### src/rtl/sensor_uart_tx_arbiter_if.sv
// Handshake bundle between the two sensor streams, the arbiter and the UART TX byte interface.
// master: sensor controllers + UART serializer side; slave: the arbiter itself.
interface sensor_uart_tx_arbiter_if #(
  parameter int ECG_BYTES   = 6,
  parameter int TOUCH_BYTES = 2
);
  logic                     i_ECG_VALID;
  logic [ECG_BYTES*8-1:0]   i_ECG_DATA;
  logic                     o_ECG_READY;
  logic                     i_TOUCH_VALID;
  logic [TOUCH_BYTES*8-1:0] i_TOUCH_DATA;
  logic                     o_TOUCH_READY;
  logic                     o_TX_VALID;
  logic [7:0]               o_TX_DATA;
  logic                     i_TX_READY;
  logic                     o_BUSY;
  logic [1:0]               o_GRANT;

  modport master (
    output i_ECG_VALID, i_ECG_DATA, i_TOUCH_VALID, i_TOUCH_DATA, i_TX_READY,
    input  o_ECG_READY, o_TOUCH_READY, o_TX_VALID, o_TX_DATA, o_BUSY, o_GRANT
  );

  modport slave (
    input  i_ECG_VALID, i_ECG_DATA, i_TOUCH_VALID, i_TOUCH_DATA, i_TX_READY,
    output o_ECG_READY, o_TOUCH_READY, o_TX_VALID, o_TX_DATA, o_BUSY, o_GRANT
  );
endinterface

### src/rtl/sensor_uart_tx_arbiter.sv
// Round-robin sharing of one UART TX byte stream between ECG and touch samples.
// Frame: HEADER, ID, LEN, payload (MSB first), checksum of ID+LEN+payload.
module sensor_uart_tx_arbiter #(
  parameter int         ECG_BYTES   = 6,
  parameter int         TOUCH_BYTES = 2,
  parameter logic [7:0] HEADER      = 8'hA5,
  parameter logic [7:0] ECG_ID      = 8'h01,
  parameter logic [7:0] TOUCH_ID    = 8'h02
) (
  input  logic                     i_CLK,
  input  logic                     i_RST,
  sensor_uart_tx_arbiter_if.slave  bus
);

  localparam int MAXB = (ECG_BYTES > TOUCH_BYTES) ? ECG_BYTES : TOUCH_BYTES;
  localparam int PW   = MAXB * 8;
  localparam int CW   = (MAXB > 1) ? $clog2(MAXB) : 1;

  typedef enum logic [2:0] {S_IDLE, S_HDR, S_ID, S_LEN, S_PAY, S_CHK} state_t;

  state_t          state_q, state_d;
  logic            tx_valid_q, tx_valid_d;
  logic [7:0]      tx_data_q, tx_data_d;
  logic [1:0]      grant_q, grant_d;
  logic            rr_q, rr_d;          // 1: touch has priority on a tie
  logic [PW-1:0]   payload_q, payload_d;
  logic [CW-1:0]   cnt_q, cnt_d;
  logic [7:0]      cks_q, cks_d;

  logic            ecg_ready, touch_ready, xfer;
  logic [CW-1:0]   first_idx;
  logic [7:0]      len_byte, id_byte, pay_byte, first_byte;

  // READY is gated by reset so neither source sees a handshake while held in reset.
  always_comb begin
    ecg_ready   = 1'b0;
    touch_ready = 1'b0;
    if (state_q == S_IDLE && !i_RST) begin
      ecg_ready   = bus.i_ECG_VALID   & (!bus.i_TOUCH_VALID | !rr_q);
      touch_ready = bus.i_TOUCH_VALID & (!bus.i_ECG_VALID   |  rr_q);
    end
  end

  assign xfer       = tx_valid_q & bus.i_TX_READY;
  assign len_byte   = grant_q[0] ? 8'(ECG_BYTES) : 8'(TOUCH_BYTES);
  assign id_byte    = grant_q[0] ? ECG_ID : TOUCH_ID;
  assign first_idx  = grant_q[0] ? CW'(ECG_BYTES - 1) : CW'(TOUCH_BYTES - 1);
  assign pay_byte   = payload_q[{cnt_q, 3'b000} +: 8];
  assign first_byte = payload_q[{first_idx, 3'b000} +: 8];

  always_comb begin
    state_d    = state_q;
    tx_valid_d = tx_valid_q;
    tx_data_d  = tx_data_q;
    grant_d    = grant_q;
    rr_d       = rr_q;
    payload_d  = payload_q;
    cnt_d      = cnt_q;
    cks_d      = cks_q;
    case (state_q)
      S_IDLE: begin
        if (ecg_ready || touch_ready) begin
          payload_d  = ecg_ready ? PW'(bus.i_ECG_DATA) : PW'(bus.i_TOUCH_DATA);
          grant_d    = {touch_ready, ecg_ready};
          cks_d      = 8'h00;
          tx_valid_d = 1'b1;
          tx_data_d  = HEADER;
          state_d    = S_HDR;
        end
      end
      S_HDR: if (xfer) begin
        tx_data_d = id_byte;
        state_d   = S_ID;
      end
      S_ID: if (xfer) begin
        cks_d     = cks_q + tx_data_q;
        tx_data_d = len_byte;
        state_d   = S_LEN;
      end
      S_LEN: if (xfer) begin
        cks_d     = cks_q + tx_data_q;
        cnt_d     = first_idx;
        tx_data_d = first_byte;
        state_d   = S_PAY;
      end
      S_PAY: if (xfer) begin
        cks_d = cks_q + tx_data_q;
        if (cnt_q == '0) begin
          // The checksum byte already includes the payload byte leaving now.
          tx_data_d = cks_q + tx_data_q;
          state_d   = S_CHK;
        end else begin
          cnt_d     = cnt_q - 1'b1;
          tx_data_d = payload_q[{cnt_q - 1'b1, 3'b000} +: 8];
        end
      end
      S_CHK: if (xfer) begin
        tx_valid_d = 1'b0;
        tx_data_d  = 8'h00;
        rr_d       = grant_q[0];
        state_d    = S_IDLE;
      end
      default: begin
        state_d    = S_IDLE;
        tx_valid_d = 1'b0;
        tx_data_d  = 8'h00;
      end
    endcase
  end

  always_ff @(posedge i_CLK or posedge i_RST) begin
    if (i_RST) begin
      state_q    <= S_IDLE;
      tx_valid_q <= 1'b0;
      tx_data_q  <= 8'h00;
      grant_q    <= 2'b00;
      rr_q       <= 1'b0;
      payload_q  <= '0;
      cnt_q      <= '0;
      cks_q      <= 8'h00;
    end else begin
      state_q    <= state_d;
      tx_valid_q <= tx_valid_d;
      tx_data_q  <= tx_data_d;
      grant_q    <= grant_d;
      rr_q       <= rr_d;
      payload_q  <= payload_d;
      cnt_q      <= cnt_d;
      cks_q      <= cks_d;
    end
  end

  assign bus.o_ECG_READY   = ecg_ready;
  assign bus.o_TOUCH_READY = touch_ready;
  assign bus.o_TX_VALID    = tx_valid_q;
  assign bus.o_TX_DATA     = tx_data_q;
  assign bus.o_BUSY        = (state_q != S_IDLE);
  assign bus.o_GRANT       = grant_q;

endmodule

### src/flat_wrapper.sv
// flat-port wrapper written by rule: the top's interface ports become plain ports
module sensor_uart_tx_arbiter_flat 
#(
  parameter int         ECG_BYTES   = 6,
  parameter int         TOUCH_BYTES = 2,
  parameter logic [7:0] HEADER      = 8'hA5,
  parameter logic [7:0] ECG_ID      = 8'h01,
  parameter logic [7:0] TOUCH_ID    = 8'h02
)
  (i_CLK, i_RST, bus_i_ECG_VALID, bus_i_ECG_DATA, bus_i_TOUCH_VALID, bus_i_TOUCH_DATA, bus_i_TX_READY, bus_o_ECG_READY, bus_o_TOUCH_READY, bus_o_TX_VALID, bus_o_TX_DATA, bus_o_BUSY, bus_o_GRANT);
  sensor_uart_tx_arbiter_if #(.ECG_BYTES(ECG_BYTES), .TOUCH_BYTES(TOUCH_BYTES)) bus_i ();
  input  logic i_CLK;
  input  logic i_RST;
  input wire logic [$bits(bus_i.i_ECG_VALID)-1:0] bus_i_ECG_VALID;
  input wire logic [$bits(bus_i.i_ECG_DATA)-1:0] bus_i_ECG_DATA;
  input wire logic [$bits(bus_i.i_TOUCH_VALID)-1:0] bus_i_TOUCH_VALID;
  input wire logic [$bits(bus_i.i_TOUCH_DATA)-1:0] bus_i_TOUCH_DATA;
  input wire logic [$bits(bus_i.i_TX_READY)-1:0] bus_i_TX_READY;
  output wire logic [$bits(bus_i.o_ECG_READY)-1:0] bus_o_ECG_READY;
  output wire logic [$bits(bus_i.o_TOUCH_READY)-1:0] bus_o_TOUCH_READY;
  output wire logic [$bits(bus_i.o_TX_VALID)-1:0] bus_o_TX_VALID;
  output wire logic [$bits(bus_i.o_TX_DATA)-1:0] bus_o_TX_DATA;
  output wire logic [$bits(bus_i.o_BUSY)-1:0] bus_o_BUSY;
  output wire logic [$bits(bus_i.o_GRANT)-1:0] bus_o_GRANT;
  assign bus_i.i_ECG_VALID = bus_i_ECG_VALID;
  assign bus_i.i_ECG_DATA = bus_i_ECG_DATA;
  assign bus_i.i_TOUCH_VALID = bus_i_TOUCH_VALID;
  assign bus_i.i_TOUCH_DATA = bus_i_TOUCH_DATA;
  assign bus_i.i_TX_READY = bus_i_TX_READY;
  assign bus_o_ECG_READY = bus_i.o_ECG_READY;
  assign bus_o_TOUCH_READY = bus_i.o_TOUCH_READY;
  assign bus_o_TX_VALID = bus_i.o_TX_VALID;
  assign bus_o_TX_DATA = bus_i.o_TX_DATA;
  assign bus_o_BUSY = bus_i.o_BUSY;
  assign bus_o_GRANT = bus_i.o_GRANT;
  sensor_uart_tx_arbiter #(.ECG_BYTES(ECG_BYTES), .TOUCH_BYTES(TOUCH_BYTES), .HEADER(HEADER), .ECG_ID(ECG_ID), .TOUCH_ID(TOUCH_ID)) u_core (.i_CLK(i_CLK), .i_RST(i_RST), .bus(bus_i));
endmodule
### config.mk
export PLATFORM = sky130hd
export DESIGN_NAME = sensor_uart_tx_arbiter_flat
export DESIGN_NICKNAME = d
export VERILOG_FILES = /design/src/rtl/sensor_uart_tx_arbiter_if.sv /design/src/rtl/sensor_uart_tx_arbiter.sv /design/src/flat_wrapper.sv
export SDC_FILE = /design/constraint.sdc
export NUM_CORES = 1
export LEC_CHECK = 0
export BUFFER_PORTS_ARGS = -buffer_cell sky130_fd_sc_hd__buf_2
export CAP_MARGIN = 20
export CELL_PAD_IN_SITES_DETAIL_PLACEMENT = 1
export CELL_PAD_IN_SITES_GLOBAL_PLACEMENT = 2
export CORE_MARGIN = 4
export CORE_UTILIZATION = 30
export DETAILED_ROUTE_END_ITERATION = 8
export PLACE_DENSITY = 0.74
export SLEW_MARGIN = 20
export SYNTH_ARGS = -nofsm -noshare
export SYNTH_HDL_FRONTEND = slang
export SYNTH_SLANG_ARGS = --single-unit
### constraint.sdc
create_clock -name i_CLK -period 2.2 [get_ports i_CLK]
set_input_delay 0.22 -clock i_CLK [delete_from_list [all_inputs] [get_ports i_CLK]]
set_output_delay 0.22 -clock i_CLK [all_outputs]
set_load 0.01 [all_outputs]
# Word level (Yosys, flattened, before mapping)
# Cells that the tools add are included.
[word_totals] register_bits=74 in_bits=69 out_inout_bits=14 word_cells=84
[op_classes] n_addsub=2 n_eq_ne=14 shift=2 n_mux=32 n_bitwise=6 n_reduce_logical=20
[ops] operator="variable part select 48 x 7 -> 8 bit" count=2
[ops] operator="2-to-1 mux 8 bit" count=9
[ops] operator="2-to-1 mux 48 bit" count=1
[ops] operator="one-hot mux 8 bit (6 select lines)" count=1
[ops] operator="2-to-1 mux 3 bit" count=12
[ops] operator="one-hot mux 3 bit (6 select lines)" count=1
[ops] operator="one-hot mux 8 bit (2 select lines)" count=1
[ops] operator="!= test 2 x 1 -> 1 bit, second input constant" count=7
[ops] operator="adder 8 bit" count=1
[ops] operator="AND reduction 7 bit" count=1
[ops] operator="equality test 3 x 2 -> 1 bit, second input constant" count=2
[ops] operator="equality test 3 bit, second input constant" count=2
[ops] operator="zero test 3 bit" count=2
[ops] operator="one-hot mux 3 bit (2 select lines)" count=1
[ops] operator="AND reduction 3 bit" count=2
[ops] operator="AND reduction 6 bit" count=1
[ops] operator="zero test 1 bit" count=4
[ops] operator="2-to-1 mux 1 bit" count=4
[ops] operator="!= test 2 bit, second input constant" count=2
[ops] operator="AND reduction 2 bit" count=2
[ops] operator="AND reduction 4 bit" count=1
[ops] operator="nonzero test 2 bit" count=2
[ops] operator="OR reduction 4 bit" count=1
[ops] operator="bitwise AND 1 bit" count=3
[ops] operator="other kinds (10)" count=11

# Logic depth before layout (Yosys ltp)
[depth] word_depth=7 depth_mapped=9 mapped_depth_nobuf=9

# Worst setup path before layout
# No wires, ideal clock.
[synth_path] path_type="register to register" from="register u_core.cnt_q[0]" to="register u_core.tx_data_q[6] (netlist: u_core.bus.o_TX_DATA[6])" arrival_ps=2074 required_ps=2074 path_slack_ps=0 path_stages_with_launch=9 path_buffers=2 synth_period_minus_slack_ps=2200 cell_sequence="dfrtp_1 -> buf_2 -> inv_1 -> ha_1 -> buf_1 -> mux4_2 -> a22oi_1 -> o22ai_1 -> a221o_1"
[synth_via] elab_chain_cells=5
[synth_rtl] element="start: declaration" line_no="sensor_uart_tx_arbiter.sv:27" rtl="logic [CW-1:0] cnt_q, cnt_d;"
[synth_rtl] element="start signal: assignment" line_no="sensor_uart_tx_arbiter.sv:128" rtl="cnt_q <= cnt_d;"
[synth_rtl] element="subtractor 3 x 1 -> 3 bit" line_no="sensor_uart_tx_arbiter.sv:94" rtl="tx_data_d = payload_q[{cnt_q - 1'b1, 3'b000} +: 8];"
[synth_rtl] element="variable part select 48 x 7 -> 8 bit" line_no="sensor_uart_tx_arbiter.sv:94"
[synth_rtl] element="2-to-1 mux 8 bit *" line_no="sensor_uart_tx_arbiter.sv:88" rtl="if (cnt_q == '0) begin"
[synth_rtl] element="2-to-1 mux 8 bit *" line_no="sensor_uart_tx_arbiter.sv:86" rtl="S_PAY: if (xfer) begin"
[synth_rtl] element="one-hot mux 8 bit (6 select lines) *" line_no="sensor_uart_tx_arbiter.sv:60" rtl="case (state_q)"
[synth_rtl] element="end signal: assignment" line_no="sensor_uart_tx_arbiter.sv:124" rtl="tx_data_q <= tx_data_d;"
[synth_rtl] element="end: declaration" line_no="sensor_uart_tx_arbiter.sv:23" rtl="logic [7:0] tx_data_q, tx_data_d;"
# Mark *: on every way between the ends. The rest lies on a longest branch, timed or not. The select of a mux whose other input is x is not followed.
# A chain may end at the register's enable or synchronous reset.

# Worst setup path after layout
[layout_path] from="register u_core.tx_data_q[1] (netlist: u_core.bus.o_TX_DATA[1])" to="register u_core.cks_q[7]"
[layout_via] elab_chain_cells=3
[layout_rtl] element="adder 8 bit" line_no="sensor_uart_tx_arbiter.sv:76, sensor_uart_tx_arbiter.sv:81, sensor_uart_tx_arbiter.sv:87"
[layout_rtl] element="2-to-1 mux 8 bit" line_no="sensor_uart_tx_arbiter.sv:75, sensor_uart_tx_arbiter.sv:80, sensor_uart_tx_arbiter.sv:86"
[layout_rtl] element="one-hot mux 8 bit (2 select lines)" line_no="sensor_uart_tx_arbiter.sv:60"
[layout_rtl] element="end signal: assignment" line_no="sensor_uart_tx_arbiter.sv:129" rtl="cks_q <= cks_d;"
[layout_rtl] element="end: declaration" line_no="sensor_uart_tx_arbiter.sv:28" rtl="logic [7:0] cks_q, cks_d;"
# Every way passes these cells. The select of a mux whose other input is x is not followed.

==> metrics.txt <==
post-synthesis adder-cell area fraction 0.0326; Die Y 124 µm; clk sink count 74; PwrDens 1420 nW/µm²; Setup Skew around 8.4 ps; largest cells by area after synthesis dfrtp_1 46%, a22o_1 8.0%, mux2i_1 7.1%; row cnt 42; status finished with violations; DRT iter0 DRCs between 200 and 250; number of global-route vias before repair around 3700; Die X-Extent 124 µm; wire per inst 18.6 µm; top cell type's share of synthesized area 0.455; Hold Path End u_core.payload_q[17]$_DFFE_PP0P_; Synth Cell Area about 4100 µm²; IO buf count 82; initial antenna violation count 0; Layout area overhead 28.1%; CP Data Required Time around 2400 ps; CP Max Fanout 4; drt via density roughly 5.1; kind of critical path reg -> reg; share of cells above drive strength 1 0.316; drt first pass iters 5; R2R depth 7; Final HPWL DP roughly 9000 µm; drc violations 0; worst rel slew slack 0.543; slew at the pin closest to its max-slew limit around 690 ps; Overflow after GRT 0; IO Pins 83; Synth area leader dfrtp_1; Internal between 4 and 5 mW; FF-to-FF setup slack -30 ps; final cell utilization of the core 0.394; die area 15500 µm²; Sw Share 0.395; H-Tree Depth 3; Critical Path Sink Type flop; # diodes 0; maxcap violations 0; Hold Path Depth 2; most frequent cells in the layout 82 x buf_2, 72 x dfrtp_1, 44 x nand2_1; Fin. Hold Viols 0; final setup violation count 1; Worst-Skew Late Latency approximately 340 ps; post-synth cell types between 50 and 60; largest net degree at the start of global routing 66; Total Power 7.39 mW; Worst Setup Start Kind flop; minimum clock period 2230 ps; commonest non-fill, non-tap cell in the layout buf_2; Reg-to-Reg Start u_core.bus.o_TX_DATA[1]$_DFFE_PP0P_; multiplexer area fraction after synthesis 0.118; Final WS setup -29.5 ps; main combinational cell family by area after synthesis compound AO/OA/AOI/OAI gates; Simple-Gate Fraction of Synth Area 0.108; ANT nets after route 0; Post-Syn Nets approximately 470; vias post-DR between 3000 and 4000; Hold Crit Class in -> reg; Core Area 13200 µm²; failing checks setup timing; Top FF cell, synth dfrtp_1; Mean Syn Cell Area 10.5 µm²; global-route wire length before repair ~20000 µm; Comb pwr share 0.457; post-synthesis xor/xnor area fraction 0.0194; clock tree buffer depth 2; Root Buffer clkbuf_16; Tcrit/Tclk final 1.01; max-slew violations 0; GRT Total Usage 0.163; asr flop ratio synth 1.00; number of synthesized flops with an enable pin 0; number of synthesized register bits 74; R2R Path End u_core.cks_q[7]$_DFFE_PP0P_; Hold Startpoint bus_i_ECG_DATA[17]; P_sw around 3 mW; clock share of power 0.205; share of total power in sequential cells 0.337; Mapped Cells between 300 and 400; Initial Utilization 0.307; clk slew on worst S/H paths around 60 ps; fin nets roughly 570; Synthesis Warnings 0; Total Routed Length around 12000 µm; CTS tree built; RSZ-0062 raised after global routing true; register area share after synthesis 0.455; CTS Buf Count 9; Compound-Gate Fraction of Synth Area 0.223; RePlAce Congestion about 0.8; Worst Path Arrival ~2500 ps; f_max ~450 MHz; Lkg Pwr between 2 and 2.5 nW; VDD IR max 0.553 mV
[layer usage]
| metal | wire [µm] | global-route usage | up-vias |
|---|---|---|---|
| li1 | - | - | 1633 |
| met1 | 5770 | 0.216 | 1671 |
| met2 | 6000 | 0.266 | 74 |
| met3 | 479 | 0.0356 | 13 |
| met4 | 159 | 0.0490 | 0 |
| met5 | 0 | 0 | - |
[through the flow]
step                      cells  TNS (ps)  hold slack (ps)  worst slack, ps  area (µm²)
after CTS                   660     -31.3             96.3            -31.3        5120
final                       667     -29.5              101            -29.5        5210
after detailed placement    642     -33.0              326            -33.0        4760
after global routing        667     -92.6              102            -90.5        5210
after global placement      642         0              307             60.4        4760
after floorplan             388         0              360            0.208        4070
[what timing repair did]
| action | in CTS | in global routing |
|---|---|---|
| buffers inserted | 0 | 7 |
| hold buffers | 1 | 0 |
| cloned | 1 | 0 |
| endpoints found under the setup margin | 2 | 9 |
| pin swaps | 1 | 3 |
| endpoints found under the hold margin | 18 | 0 |
| gates resized for setup | 1 | 8 |
[worst max-delay path, stage by stage, from the launching register on]
cell	delay, ps
dfrtp_1	420
ha_1	310
a21o_1	210
a221o_2	380
o41ai_4	290
xnor2_1	210
o21bai_1	110
a22o_1	190
[area by class of cell]
type,count,area (µm²)
Multi-Input combinational cell,279,2080
Clock inverter,5,52.6
Timing Repair Buffer,113,721
Inverter,9,33.8
Sequential cell,74,1850
Tap cell,176,220
Clock buffer,11,253
Fill cell,1552,8030
[worst max path at each step]
stage,cells past startpoint,slack (ps),end,startpoint
2_1_floorplan,9,0.2,u_core.bus.o_TX_DATA[7]$_DFFE_PP0P_,u_core.cnt_q[0]$_DFFE_PP0P_
3_3_place_gp,7,60,u_core.cks_q[7]$_DFFE_PP0P_,u_core.bus.o_TX_DATA[4]$_DFFE_PP0P_
3_5_place_dp,7,-30,u_core.cks_q[7]$_DFFE_PP0P_,u_core.bus.o_TX_DATA[4]$_DFFE_PP0P_
4_1_cts,7,-30,u_core.cks_q[7]$_DFFE_PP0P_,u_core.bus.o_TX_DATA[1]$_DFFE_PP0P_
5_1_grt,7,-90,u_core.cks_q[7]$_DFFE_PP0P_,u_core.bus.o_TX_DATA[1]$_DFFE_PP0P_
6_report,7,-30,u_core.cks_q[7]$_DFFE_PP0P_,u_core.bus.o_TX_DATA[1]$_DFFE_PP0P_
[Yosys cell counts (5+ instances only)]
library cell / instances
o21ai_1: 17
o22ai_1: 7
a22o_1: 37
mux2i_1: 29
xor2_1: 5
buf_2: 12
clkbuf_1: 8
ha_1: 9
o21ai_0: 11
a21oi_1: 16
mux4_2: 8
inv_1: 9
dfrtp_1: 74
o31ai_1: 7
nor2_1: 24
nand2_1: 44
nor3_1: 7
[power groups by stage]
stage / clock network, mW / logic (mW) / registers, mW
2_1_floorplan: 0 / 2.33 / 2.28
3_3_place_gp: 0 / 3.18 / 2.47
3_5_place_dp: 0 / 3.26 / 2.49
4_1_cts: 1.54 / 3.32 / 2.49
5_1_grt: 1.62 / 3.73 / 2.57
6_report: 1.51 / 3.38 / 2.49
[sequential cells by signal, indices dropped and copies added (netlist names)]
| signal | flops |
|---|---|
| u_core.payload_q | 48 |
| u_core.bus.o_TX_DATA | 8 |
| u_core.cks_q | 8 |
| u_core.cnt_q | 3 |
| u_core.state_q | 3 |
| u_core.bus.o_GRANT | 2 |
| u_core.bus.o_TX_VALID | 1 |
| u_core.rr_q | 1 |
[cell families (layout without fill, tap and decap cells)]
| kind of cell | after synthesis | count (layout) |
|---|---|---|
| compound gates | 124 | 124 |
| flops | 74 | 74 |
| mux | 38 | 38 |
| simple gates | 98 | 98 |
| xor+xnor | 9 | 9 |
| buf+inv | 35 | 138 |
| fa+ha+maj | 10 | 10 |
(Power assumes the default switching activity.)
